==> config.mk <==
export PLATFORM = sky130hd
export DESIGN_NAME = riscv_lsu_ctrl_flat
export DESIGN_NICKNAME = d
export VERILOG_FILES = /design/src/rtl/riscv_pkg.sv /design/src/rtl/riscv_lsu_ctrl_if.sv /design/src/rtl/riscv_lsu_align.sv /design/src/rtl/riscv_lsu_ctrl.sv /design/src/flat_wrapper.sv
export SDC_FILE = /design/constraint.sdc
export NUM_CORES = 1
export LEC_CHECK = 0
export CORE_MARGIN = 2
export CORE_UTILIZATION = 26
export DETAILED_ROUTE_END_ITERATION = 10
export PLACE_DENSITY = 0.85
export SETUP_SLACK_MARGIN = 0.3
export SLEW_MARGIN = 20
export SYNTH_ARGS = -nofsm -noshare
export SYNTH_HDL_FRONTEND = slang
export SYNTH_SLANG_ARGS = --single-unit
==> constraint.sdc <==
create_clock -name clk_i -period 1.9 [get_ports clk_i]
set_input_delay 0.285 -clock clk_i [delete_from_list [all_inputs] [get_ports clk_i]]
set_output_delay 0.285 -clock clk_i [all_outputs]
set_load 0.01 [all_outputs]
==> src/rtl/riscv_pkg.sv <==
// Shared RISC-V core definitions that the load/store unit uses.
//   LDST_*            : decoder mem_size codes (the funct3 encoding of loads/stores)
//   lsu_state_t       : load/store sequencer states
//   lsu_is_misaligned : alignment check for a size code and a byte offset
package riscv_pkg;

    localparam logic [2:0] LDST_B  = 3'b000;
    localparam logic [2:0] LDST_H  = 3'b001;
    localparam logic [2:0] LDST_W  = 3'b010;
    localparam logic [2:0] LDST_BU = 3'b100;
    localparam logic [2:0] LDST_HU = 3'b101;

    typedef enum logic [0:0] {
        LSU_IDLE,
        LSU_WAIT
    } lsu_state_t;

    // Unknown size codes count as misaligned, so they never reach memory.
    function automatic logic lsu_is_misaligned(input logic [2:0] size, input logic [1:0] off);
        logic mis;
        case (size)
            LDST_B, LDST_BU: mis = 1'b0;
            LDST_H, LDST_HU: mis = off[0];
            LDST_W:          mis = (off != 2'b00);
            default:         mis = 1'b1;
        endcase
        return mis;
    endfunction

endpackage

==> src/rtl/riscv_lsu_ctrl_if.sv <==
// Bundle of the core-side and memory-side signals of the load/store sequencer.
//   master : the sequencer (consumes core controls and memory responses,
//            drives memory requests, stall, load data and trap flags)
//   slave  : the environment (core datapath plus data memory)
interface riscv_lsu_ctrl_if;
    logic        core_req_i;
    logic        core_we_i;
    logic [2:0]  core_size_i;
    logic [31:0] core_addr_i;
    logic [31:0] core_wd_i;
    logic [31:0] core_rd_o;
    logic        core_stall_o;
    logic        misaligned_o;
    logic        fault_o;
    logic        mem_req_o;
    logic        mem_we_o;
    logic [3:0]  mem_be_o;
    logic [31:0] mem_addr_o;
    logic [31:0] mem_wd_o;
    logic [31:0] mem_rd_i;
    logic        mem_ready_i;

    modport master (
        input  core_req_i, core_we_i, core_size_i, core_addr_i, core_wd_i,
        input  mem_rd_i, mem_ready_i,
        output core_rd_o, core_stall_o, misaligned_o, fault_o,
        output mem_req_o, mem_we_o, mem_be_o, mem_addr_o, mem_wd_o
    );

    modport slave (
        output core_req_i, core_we_i, core_size_i, core_addr_i, core_wd_i,
        output mem_rd_i, mem_ready_i,
        input  core_rd_o, core_stall_o, misaligned_o, fault_o,
        input  mem_req_o, mem_we_o, mem_be_o, mem_addr_o, mem_wd_o
    );
endinterface

==> src/rtl/riscv_lsu_align.sv <==
// Combinational lane steering for the load/store unit.
//   size_i : LDST_* size code       off_i : byte offset addr[1:0]
//   we_i   : 1 = store              wd_i  : raw store data (rs2)
//   rd_i   : raw memory read word
//   be_o   : byte enables (all ones for loads)
//   wd_o   : lane-replicated store data
//   rd_o   : sign/zero-extended load data
module riscv_lsu_align
    import riscv_pkg::*;
(
    input  logic [2:0]  size_i,
    input  logic [1:0]  off_i,
    input  logic        we_i,
    input  logic [31:0] wd_i,
    input  logic [31:0] rd_i,
    output logic [3:0]  be_o,
    output logic [31:0] wd_o,
    output logic [31:0] rd_o
);

    logic [7:0]  rd_byte [4];
    logic [7:0]  sel_byte;
    logic [15:0] sel_half;

    generate
        for (genvar gi = 0; gi < 4; gi++) begin : g_lane
            assign rd_byte[gi] = rd_i[8*gi +: 8];
        end
    endgenerate

    assign sel_byte = rd_byte[off_i];
    assign sel_half = off_i[1] ? rd_i[31:16] : rd_i[15:0];

    always_comb begin
        be_o = 4'b0000;
        wd_o = '0;
        rd_o = '0;
        case (size_i)
            LDST_B, LDST_BU: begin
                be_o = 4'b0001 << off_i;
                wd_o = {4{wd_i[7:0]}};
            end
            LDST_H, LDST_HU: begin
                be_o = 4'b0011 << off_i;
                wd_o = {2{wd_i[15:0]}};
            end
            LDST_W: begin
                be_o = 4'b1111;
                wd_o = wd_i;
            end
            default: ;
        endcase
        // Loads fetch the whole word; lane selection happens on the way back.
        if (!we_i) begin
            be_o = 4'b1111;
        end
        case (size_i)
            LDST_B:  rd_o = {{24{sel_byte[7]}}, sel_byte};
            LDST_BU: rd_o = {24'h0, sel_byte};
            LDST_H:  rd_o = {{16{sel_half[15]}}, sel_half};
            LDST_HU: rd_o = {16'h0, sel_half};
            LDST_W:  rd_o = rd_i;
            default: rd_o = '0;
        endcase
    end

endmodule

==> src/rtl/riscv_lsu_ctrl.sv <==
// Load/store sequencer between the core datapath and data memory.
//   clk_i  : core clock        rst_ni : synchronous active-low reset
//   bus    : core controls in, memory request out, memory response in,
//            stall / load data / misaligned / timeout flags out
// A request is issued combinationally from IDLE, then the core is stalled in
// WAIT until mem_ready_i or until TIMEOUT_CYCLES WAIT cycles pass (0 = never).
module riscv_lsu_ctrl
    import riscv_pkg::*;
#(
    parameter  int TIMEOUT_CYCLES = 16,
    localparam int CNT_W = (TIMEOUT_CYCLES > 0) ? $clog2(TIMEOUT_CYCLES + 1) : 1
) (
    input  logic              clk_i,
    input  logic              rst_ni,
    riscv_lsu_ctrl_if.master  bus
);

    localparam logic             TIMEOUT_EN = (TIMEOUT_CYCLES > 0);
    localparam logic [CNT_W-1:0] CNT_LAST   = CNT_W'(TIMEOUT_CYCLES - 1);

    lsu_state_t       state_reg, state_next;
    logic [CNT_W-1:0] cnt_reg, cnt_next;

    logic [3:0]  be_fmt;
    logic [31:0] wd_fmt;
    logic [31:0] rd_fmt;
    logic        misaligned;

    riscv_lsu_align u_align (
        .size_i (bus.core_size_i),
        .off_i  (bus.core_addr_i[1:0]),
        .we_i   (bus.core_we_i),
        .wd_i   (bus.core_wd_i),
        .rd_i   (bus.mem_rd_i),
        .be_o   (be_fmt),
        .wd_o   (wd_fmt),
        .rd_o   (rd_fmt)
    );

    assign misaligned = lsu_is_misaligned(bus.core_size_i, bus.core_addr_i[1:0]);

    always_ff @(posedge clk_i) begin
        if (!rst_ni) begin
            state_reg <= LSU_IDLE;
            cnt_reg   <= '0;
        end else begin
            state_reg <= state_next;
            cnt_reg   <= cnt_next;
        end
    end

    always_comb begin
        state_next       = state_reg;
        cnt_next         = cnt_reg;
        bus.core_rd_o    = '0;
        bus.core_stall_o = 1'b0;
        bus.misaligned_o = 1'b0;
        bus.fault_o      = 1'b0;
        bus.mem_req_o    = 1'b0;
        bus.mem_we_o     = 1'b0;
        bus.mem_be_o     = '0;
        bus.mem_addr_o   = '0;
        bus.mem_wd_o     = '0;

        case (state_reg)
            LSU_IDLE: begin
                if (bus.core_req_i) begin
                    if (misaligned) begin
                        bus.misaligned_o = 1'b1;
                    end else begin
                        bus.mem_req_o    = 1'b1;
                        bus.mem_we_o     = bus.core_we_i;
                        bus.mem_be_o     = be_fmt;
                        bus.mem_addr_o   = {bus.core_addr_i[31:2], 2'b00};
                        bus.mem_wd_o     = wd_fmt;
                        bus.core_stall_o = 1'b1;
                        state_next       = LSU_WAIT;
                        cnt_next         = '0;
                    end
                end
            end
            LSU_WAIT: begin
                // The core is frozen, so its live inputs still describe the access.
                bus.mem_req_o  = 1'b1;
                bus.mem_we_o   = bus.core_we_i;
                bus.mem_be_o   = be_fmt;
                bus.mem_addr_o = {bus.core_addr_i[31:2], 2'b00};
                bus.mem_wd_o   = wd_fmt;
                if (bus.mem_ready_i) begin
                    bus.core_rd_o = bus.core_we_i ? 32'h0 : rd_fmt;
                    state_next    = LSU_IDLE;
                end else if (TIMEOUT_EN && (cnt_reg == CNT_LAST)) begin
                    bus.fault_o = 1'b1;
                    state_next  = LSU_IDLE;
                end else begin
                    bus.core_stall_o = 1'b1;
                    cnt_next         = cnt_reg + CNT_W'(1);
                end
            end
            default: state_next = LSU_IDLE;
        endcase

        // Reset silences every output immediately and drops any pending access.
        if (!rst_ni) begin
            state_next       = LSU_IDLE;
            cnt_next         = '0;
            bus.core_rd_o    = '0;
            bus.core_stall_o = 1'b0;
            bus.misaligned_o = 1'b0;
            bus.fault_o      = 1'b0;
            bus.mem_req_o    = 1'b0;
            bus.mem_we_o     = 1'b0;
            bus.mem_be_o     = '0;
            bus.mem_addr_o   = '0;
            bus.mem_wd_o     = '0;
        end
    end

endmodule

==> src/flat_wrapper.sv <==
// flat-port wrapper written by rule: the top's interface ports become plain ports
module riscv_lsu_ctrl_flat import riscv_pkg::*;
#(
    parameter  int TIMEOUT_CYCLES = 16,
    localparam int CNT_W = (TIMEOUT_CYCLES > 0) ? $clog2(TIMEOUT_CYCLES + 1) : 1
)
  (clk_i, rst_ni, bus_core_req_i, bus_core_we_i, bus_core_size_i, bus_core_addr_i, bus_core_wd_i, bus_mem_rd_i, bus_mem_ready_i, bus_core_rd_o, bus_core_stall_o, bus_misaligned_o, bus_fault_o, bus_mem_req_o, bus_mem_we_o, bus_mem_be_o, bus_mem_addr_o, bus_mem_wd_o);
  riscv_lsu_ctrl_if bus_i ();
  input  logic clk_i;
  input  logic rst_ni;
  input wire logic [$bits(bus_i.core_req_i)-1:0] bus_core_req_i;
  input wire logic [$bits(bus_i.core_we_i)-1:0] bus_core_we_i;
  input wire logic [$bits(bus_i.core_size_i)-1:0] bus_core_size_i;
  input wire logic [$bits(bus_i.core_addr_i)-1:0] bus_core_addr_i;
  input wire logic [$bits(bus_i.core_wd_i)-1:0] bus_core_wd_i;
  input wire logic [$bits(bus_i.mem_rd_i)-1:0] bus_mem_rd_i;
  input wire logic [$bits(bus_i.mem_ready_i)-1:0] bus_mem_ready_i;
  output wire logic [$bits(bus_i.core_rd_o)-1:0] bus_core_rd_o;
  output wire logic [$bits(bus_i.core_stall_o)-1:0] bus_core_stall_o;
  output wire logic [$bits(bus_i.misaligned_o)-1:0] bus_misaligned_o;
  output wire logic [$bits(bus_i.fault_o)-1:0] bus_fault_o;
  output wire logic [$bits(bus_i.mem_req_o)-1:0] bus_mem_req_o;
  output wire logic [$bits(bus_i.mem_we_o)-1:0] bus_mem_we_o;
  output wire logic [$bits(bus_i.mem_be_o)-1:0] bus_mem_be_o;
  output wire logic [$bits(bus_i.mem_addr_o)-1:0] bus_mem_addr_o;
  output wire logic [$bits(bus_i.mem_wd_o)-1:0] bus_mem_wd_o;
  assign bus_i.core_req_i = bus_core_req_i;
  assign bus_i.core_we_i = bus_core_we_i;
  assign bus_i.core_size_i = bus_core_size_i;
  assign bus_i.core_addr_i = bus_core_addr_i;
  assign bus_i.core_wd_i = bus_core_wd_i;
  assign bus_i.mem_rd_i = bus_mem_rd_i;
  assign bus_i.mem_ready_i = bus_mem_ready_i;
  assign bus_core_rd_o = bus_i.core_rd_o;
  assign bus_core_stall_o = bus_i.core_stall_o;
  assign bus_misaligned_o = bus_i.misaligned_o;
  assign bus_fault_o = bus_i.fault_o;
  assign bus_mem_req_o = bus_i.mem_req_o;
  assign bus_mem_we_o = bus_i.mem_we_o;
  assign bus_mem_be_o = bus_i.mem_be_o;
  assign bus_mem_addr_o = bus_i.mem_addr_o;
  assign bus_mem_wd_o = bus_i.mem_wd_o;
  riscv_lsu_ctrl #(.TIMEOUT_CYCLES(TIMEOUT_CYCLES)) u_core (.clk_i(clk_i), .rst_ni(rst_ni), .bus(bus_i));
endmodule
# Word level (Yosys, flattened, before mapping)
# Cells that the tools add are included.
classes:
  n_addsub: 1
  magnitude_cmp: 1
  n_eq_ne: 9
  shift: 2
  muxes: 50
  n_bitwise: 2
  reduce_logical: 5
op_table:
  columns: ["cell", "n"]
  rows:
  - ["32-bit 2-to-1 mux", 10]
  - ["32-bit one-hot mux with 5 select lines", 1]
  - ["32-bit one-hot mux with 2 select lines", 2]
  - ["32-bit one-hot mux with 3 select lines", 1]
  - ["5-bit 2-to-1 mux", 4]
  - ["1-bit 2-to-1 mux", 17]
  - ["8-bit binary-select mux with 2-bit select", 1]
  - ["16-bit 2-to-1 mux", 1]
  - ["4-bit 2-to-1 mux", 4]
  - ["8-bit 2-to-1 mux", 2]
  - ["4-bit one-hot mux with 3 select lines", 1]
  - ["5-bit one-hot mux with 2 select lines", 1]
  - ["2-bit inequality test, second input constant", 4]
  - ["4-bit one-hot mux with 2 select lines", 1]
  - ["3-bit == test, second input constant", 2]
  - ["1-bit one-hot mux with 2 select lines", 3]
  - ["5-bit by 1-bit adder with 5-bit output, second input constant", 1]
  - ["5-bit by 4-bit == test with 1-bit output, second input constant", 1]
  - ["4-bit AND reduction", 1]
  - ["2-bit OR reduction", 2]
  - ["1-bit by 2-bit left shift with 4-bit output, first input constant", 1]
  - ["2-bit by 2-bit left shift with 4-bit output, first input constant", 1]
  - ["3-bit by 1-bit == test with 1-bit output, second input constant", 1]
  - ["3-bit by 2-bit == test with 1-bit output, second input constant", 1]
  - ["6 further kinds", 6]
word_totals:
  reg_bits: 6
  input_bits: 104

# Longest topological paths before layout
depth:
  ltp_word: 9
  mapped_depth: 8

# Cells and area by module
# Synthesis repeated with hierarchy kept, for this count alone.
hier_totals:
  cells_unflattened: 427
  area_unflattened_um2: 2777.7
by_module_without_submodules:
  columns: ["mod", "instances", "cells_per_inst", "area_each_um2"]
  rows:
  - ["riscv_lsu_ctrl", 1, 240, 1432.6]
  - ["riscv_lsu_align", 1, 187, 1345.0]

# Worst setup path before layout
# Ideal clock, no wire load.
synth_timing:
  path_type: "register to output"
  from: "register u_core.cnt_reg[0]"
  to: "output port bus_core_stall_o"
  arrival_ns: 1.644
  path_slack_ns: -0.029
  stages_incl_launch_ff: 7
  cell_sequence: "dfxtp_1 -> ha_1 -> and3_1 -> ha_1 -> nor3b_2 -> a21oi_1 -> nor3_1"
synth_between:
  elab_chain_len: 5
synth_lines:
  columns: ["element", "line_no", "source"]
  rows:
  - ["from (decl)", "riscv_lsu_ctrl.sv:22", "logic [CNT_W-1:0] cnt_reg, cnt_next;"]
  - ["from (signal assigned)", "riscv_lsu_ctrl.sv:48", "cnt_reg <= cnt_next;"]
  - ["5-bit by 4-bit == test with 1-bit output", "riscv_lsu_ctrl.sv:92", "end else if (TIMEOUT_EN && (cnt_reg == CNT_LAST)) begin"]
  - ["1-bit 2-to-1 mux", "riscv_lsu_ctrl.sv:92", null]
  - ["1-bit 2-to-1 mux", "riscv_lsu_ctrl.sv:89", "if (bus.mem_ready_i) begin"]
  - ["1-bit one-hot mux with 2 select lines", "riscv_lsu_ctrl.sv:65", "case (state_reg)"]
  - ["1-bit 2-to-1 mux", "riscv_lsu_ctrl.sv:104", "if (!rst_ni) begin"]
  - ["to (decl)", "flat_wrapper.sv:19", "output wire logic [$bits(bus_i.core_stall_o)-1:0] bus_core_stall_o;"]
# No other way between the ends.

# Worst setup path in the final report
layout_timing:
  from: "input port bus_core_addr_i[1]"
  to: "output port bus_core_rd_o[31]"
layout_between:
  elab_chain_len: 9
  word_cells_on_any_way: 10
  cone_classes: "9 x mux; 1 x bitwise"
layout_lines:
  columns: ["element", "line_no", "source"]
  rows:
  - ["from (decl)", "flat_wrapper.sv:14", "input wire logic [$bits(bus_i.core_addr_i)-1:0] bus_core_addr_i;"]
  - ["2-bit inverter with 3-bit output (not written as such)", "riscv_lsu_align.sv:31", "assign sel_byte = rd_byte[off_i];"]
  - ["8-bit binary-select mux with 2-bit select", "riscv_lsu_align.sv:31", null]
  - ["8-bit 2-to-1 mux (not written as such) (2 in series)", "riscv_lsu_align.sv:31", null]
  - ["32-bit one-hot mux with 5 select lines *", "riscv_lsu_align.sv:57", "case (size_i)"]
  - ["32-bit 2-to-1 mux *", "riscv_lsu_ctrl.sv:90", "bus.core_rd_o = bus.core_we_i ? 32'h0 : rd_fmt;"]
  - ["32-bit 2-to-1 mux *", "riscv_lsu_ctrl.sv:89", null]
  - ["32-bit 2-to-1 mux *", "riscv_lsu_ctrl.sv:65", null]
  - ["32-bit 2-to-1 mux *", "riscv_lsu_ctrl.sv:104", null]
  - ["to (decl)", "flat_wrapper.sv:18", "output wire logic [$bits(bus_i.core_rd_o)-1:0] bus_core_rd_o;"]
# Mark *: on every way between the ends. The rest lies on a longest branch, timed or not. The select of a mux whose other input is x is not followed.

==> out/qor.txt <==
Status = complete, but fails checks
Failing checks = negative setup slack
Post-DR wirelength/cell = 22.58 microns
Total global-route track usage = 31.94%
Drt pass-1 iters = 8
Hold Buf Count CTS = 0
Vias in the first global route = 3746
Final Max Slew Viols = 0
Crit path required time = 1.62 ns
Site Rows = 30
Synth Instances = 295
Static leakage = 2.502 nW
Die ar. = 0.007869 sq mm
CP arrival = 1.74 ns
Vias = 3901
Core ar. = 0.006869 sq mm
Post-Route WL = 15490 microns
Tmin final = 2.024 ns
TritonCTS clock tree = built
First-pass GRT wire length = 19480 microns
Starting Density = 27.16%
GRT Residual Overflow = 0
Initial DRC Count = 357
F_max = 494.1 MHz
# IOs = 209
Tcrit/Tclk final = 106.5%
Initial antenna violation count = 1
Synth top area cells = a21oi_1, and2_1, nand2_1, nor2_1, dfxtp_1
Post-Synthesis Cell Area = 0.001866 sq mm
Layout cell share with drive strength beyond 1 = 63.84%
Hold_ws = 0.4988 ns
Die H = 88.71 microns
Area occupied by multi-input gates = 0.002340 sq mm
Pin count of the biggest net entering global routing = 22
DP Cell Count = 627
CTS HTree Levels = 1
Post-DP Area = 0.004661 sq mm
Final instance area = 0.005833 sq mm
I/O Buffers = 206
Pre-CTS WS = -0.8883 ns
Synthesized area per cell = 6.324 sq um
Seq/Total Area, Yosys = 6.439%
Area fraction of the dominant cell type after synthesis = 14.76%
Final hold violation count = 0
Filler cell count = 326
Residual DRC = 0
Max cap viols = 0
Clock skew = 0.01039 ns
Biggest area consumer among synthesized cells = a21oi_1
Clock latency on the worst-skew pair = 0.23 ns
Critical path peak fanout = 8
Total chip power = 1.479 mW
Startpoint types = input pin
Nets@finish = 697
RSZ-0062 raised after global routing = true
Seq cells post-synth = 6
YS warnings = 0
Type of the worst min-delay path = flop to flop
Die X = 88.71 microns
Num Clock Sinks = 6
Worst-path clk slew = 0.04 ns
Final Wtd Congestion = 0.9251
Reg area = 123.9 sq um
Yosys cell types = 48
Area growth from synthesis to layout = 212.7%
Root buffer selected by CTS = clkbuf_8
Setup ws final = -0.1237 ns
DR vias/cell = 5.687
Final setup violation count = 28
Final HPWL from detailed placement = 8787 microns
Cell Pwr Density = 253.6 mW/mm^2
Max reg flops = 5
VDD IR max = 0.0003116 V
Non-Filler Instances = 686
CTS Buf Count = 3
Clock buffer depth = 2
Routed Antenna Nets = 0
CP Capture Type = output port
CP Class = input pin to output port
==> through the flow <==
step,utilization (%),setup TNS [ns]
after detailed placement,67.85,-81.03
final,84.92,-1.317
after global routing,84.92,-2.710
after global placement,67.85,-77.76
after CTS,75.94,-0.04920
after floorplan,-,0
==> cell type report <==
| type | count | share of cell area, % |
|---|---|---|
| Clock buffer | 3 | 0.7079 |
| Timing Repair Buffer | 317 | 54.14 |
| Tap cell | 96 | 2.059 |
| Inverter | 5 | 0.5363 |
| Timing Repair inverter | 1 | 0.2789 |
| Antenna cell | 1 | 0.04290 |
| Sequential cell | 6 | 2.124 |
| Multi-Input combinational cell | 257 | 40.11 |
==> report_power, final <==
group / switching (mW) / leakage, nW / internal [mW]
clock network: 0.0616 / 0.0216 / 0.137
registers: 0.00296 / 0.0499 / 0.129
logic: 0.507 / 2.43 / 0.642
==> worst max-delay path, cell delays in order <==
cell and delay, ns:
buf_8 0.08, mux4_2 0.54, mux2i_1 0.18, or2_4 0.19, buf_6 0.11, buf_12 0.14
a21oi_2 0.06, buf_2 0.14
==> final timing paths <==
| path | startpoint | to | slack (ns) | depth (start not counted) |
|---|---|---|---|---|
| hold reg to reg | u_core.cnt_reg[3] | u_core.cnt_reg[3] | 0.50 | 2 |
| hold / removal | u_core.cnt_reg[3] | u_core.cnt_reg[3] | 0.50 | 2 |
| setup reg to reg | u_core.cnt_reg[0] | u_core.state_reg | 0.06 | 12 |
| setup / recovery | bus_core_addr_i[1] | bus_core_rd_o[31] | -0.12 | 8 |
==> cell families after synthesis <==
kind of cell | Yosys count | share of synthesized area, %
mux | 18 | 10.87
compound gates | 88 | 28.97
flops | 6 | 6.439
simple gates | 146 | 41.58
buf+inv | 34 | 10.60
other cells | 1 | 0.2010
fa+ha+maj | 2 | 1.341
==> per-layer routing <==
metal / vias to the layer above / global-route usage, % / wire (microns)
li1: 1632 / - / -
met1: 1867 / 33.55 / 5123
met2: 305 / 59.43 / 8073
met3: 97 / 6.530 / 1392
met4: 0 / 16.39 / 902
met5: - / 0 / 0
==> what timing repair did <==
item	4_1_cts	5_1_grt
gates cloned	7	3
pin swaps	62	42
buffers inserted	30	15
endpoints found under the setup margin	107	109
resized for setup	643	92
==> cell usage in the layout, fill, tap and decap left out, types with 18 or more instances in the layout <==
master           count
a21oi_1             18
a21oi_2             19
a21oi_4             19
and2_4              31
buf_2               37
buf_4               59
buf_6              110
clkdlybuf4s50_1     76
dlygate4sd2_1       18
nand2_1             34
nor2_1              19
==> Yosys cell counts, drive strengths merged <==
library cell  number
a22oi              9
nand2b             3
and2              33
clkbuf             9
dfxtp              6
mux2i              9
or3                1
o21ai              6
nand4              2
or3b               1
nor4               1
mux4               1
conb               1
nor2              36
a21o               2
nor3b              2
and3              10
or2                4
nor4b              1
a222oi             7
a31oi              4
nand3b             1
mux2               8
inv                5
a221oi             1
o31ai              1
nor2b             12
buf               20
a21oi             56
nor3               2
ha                 2
o21a               1
a311oi             1
nand2             37
Power figures use the tool's default switching activity.
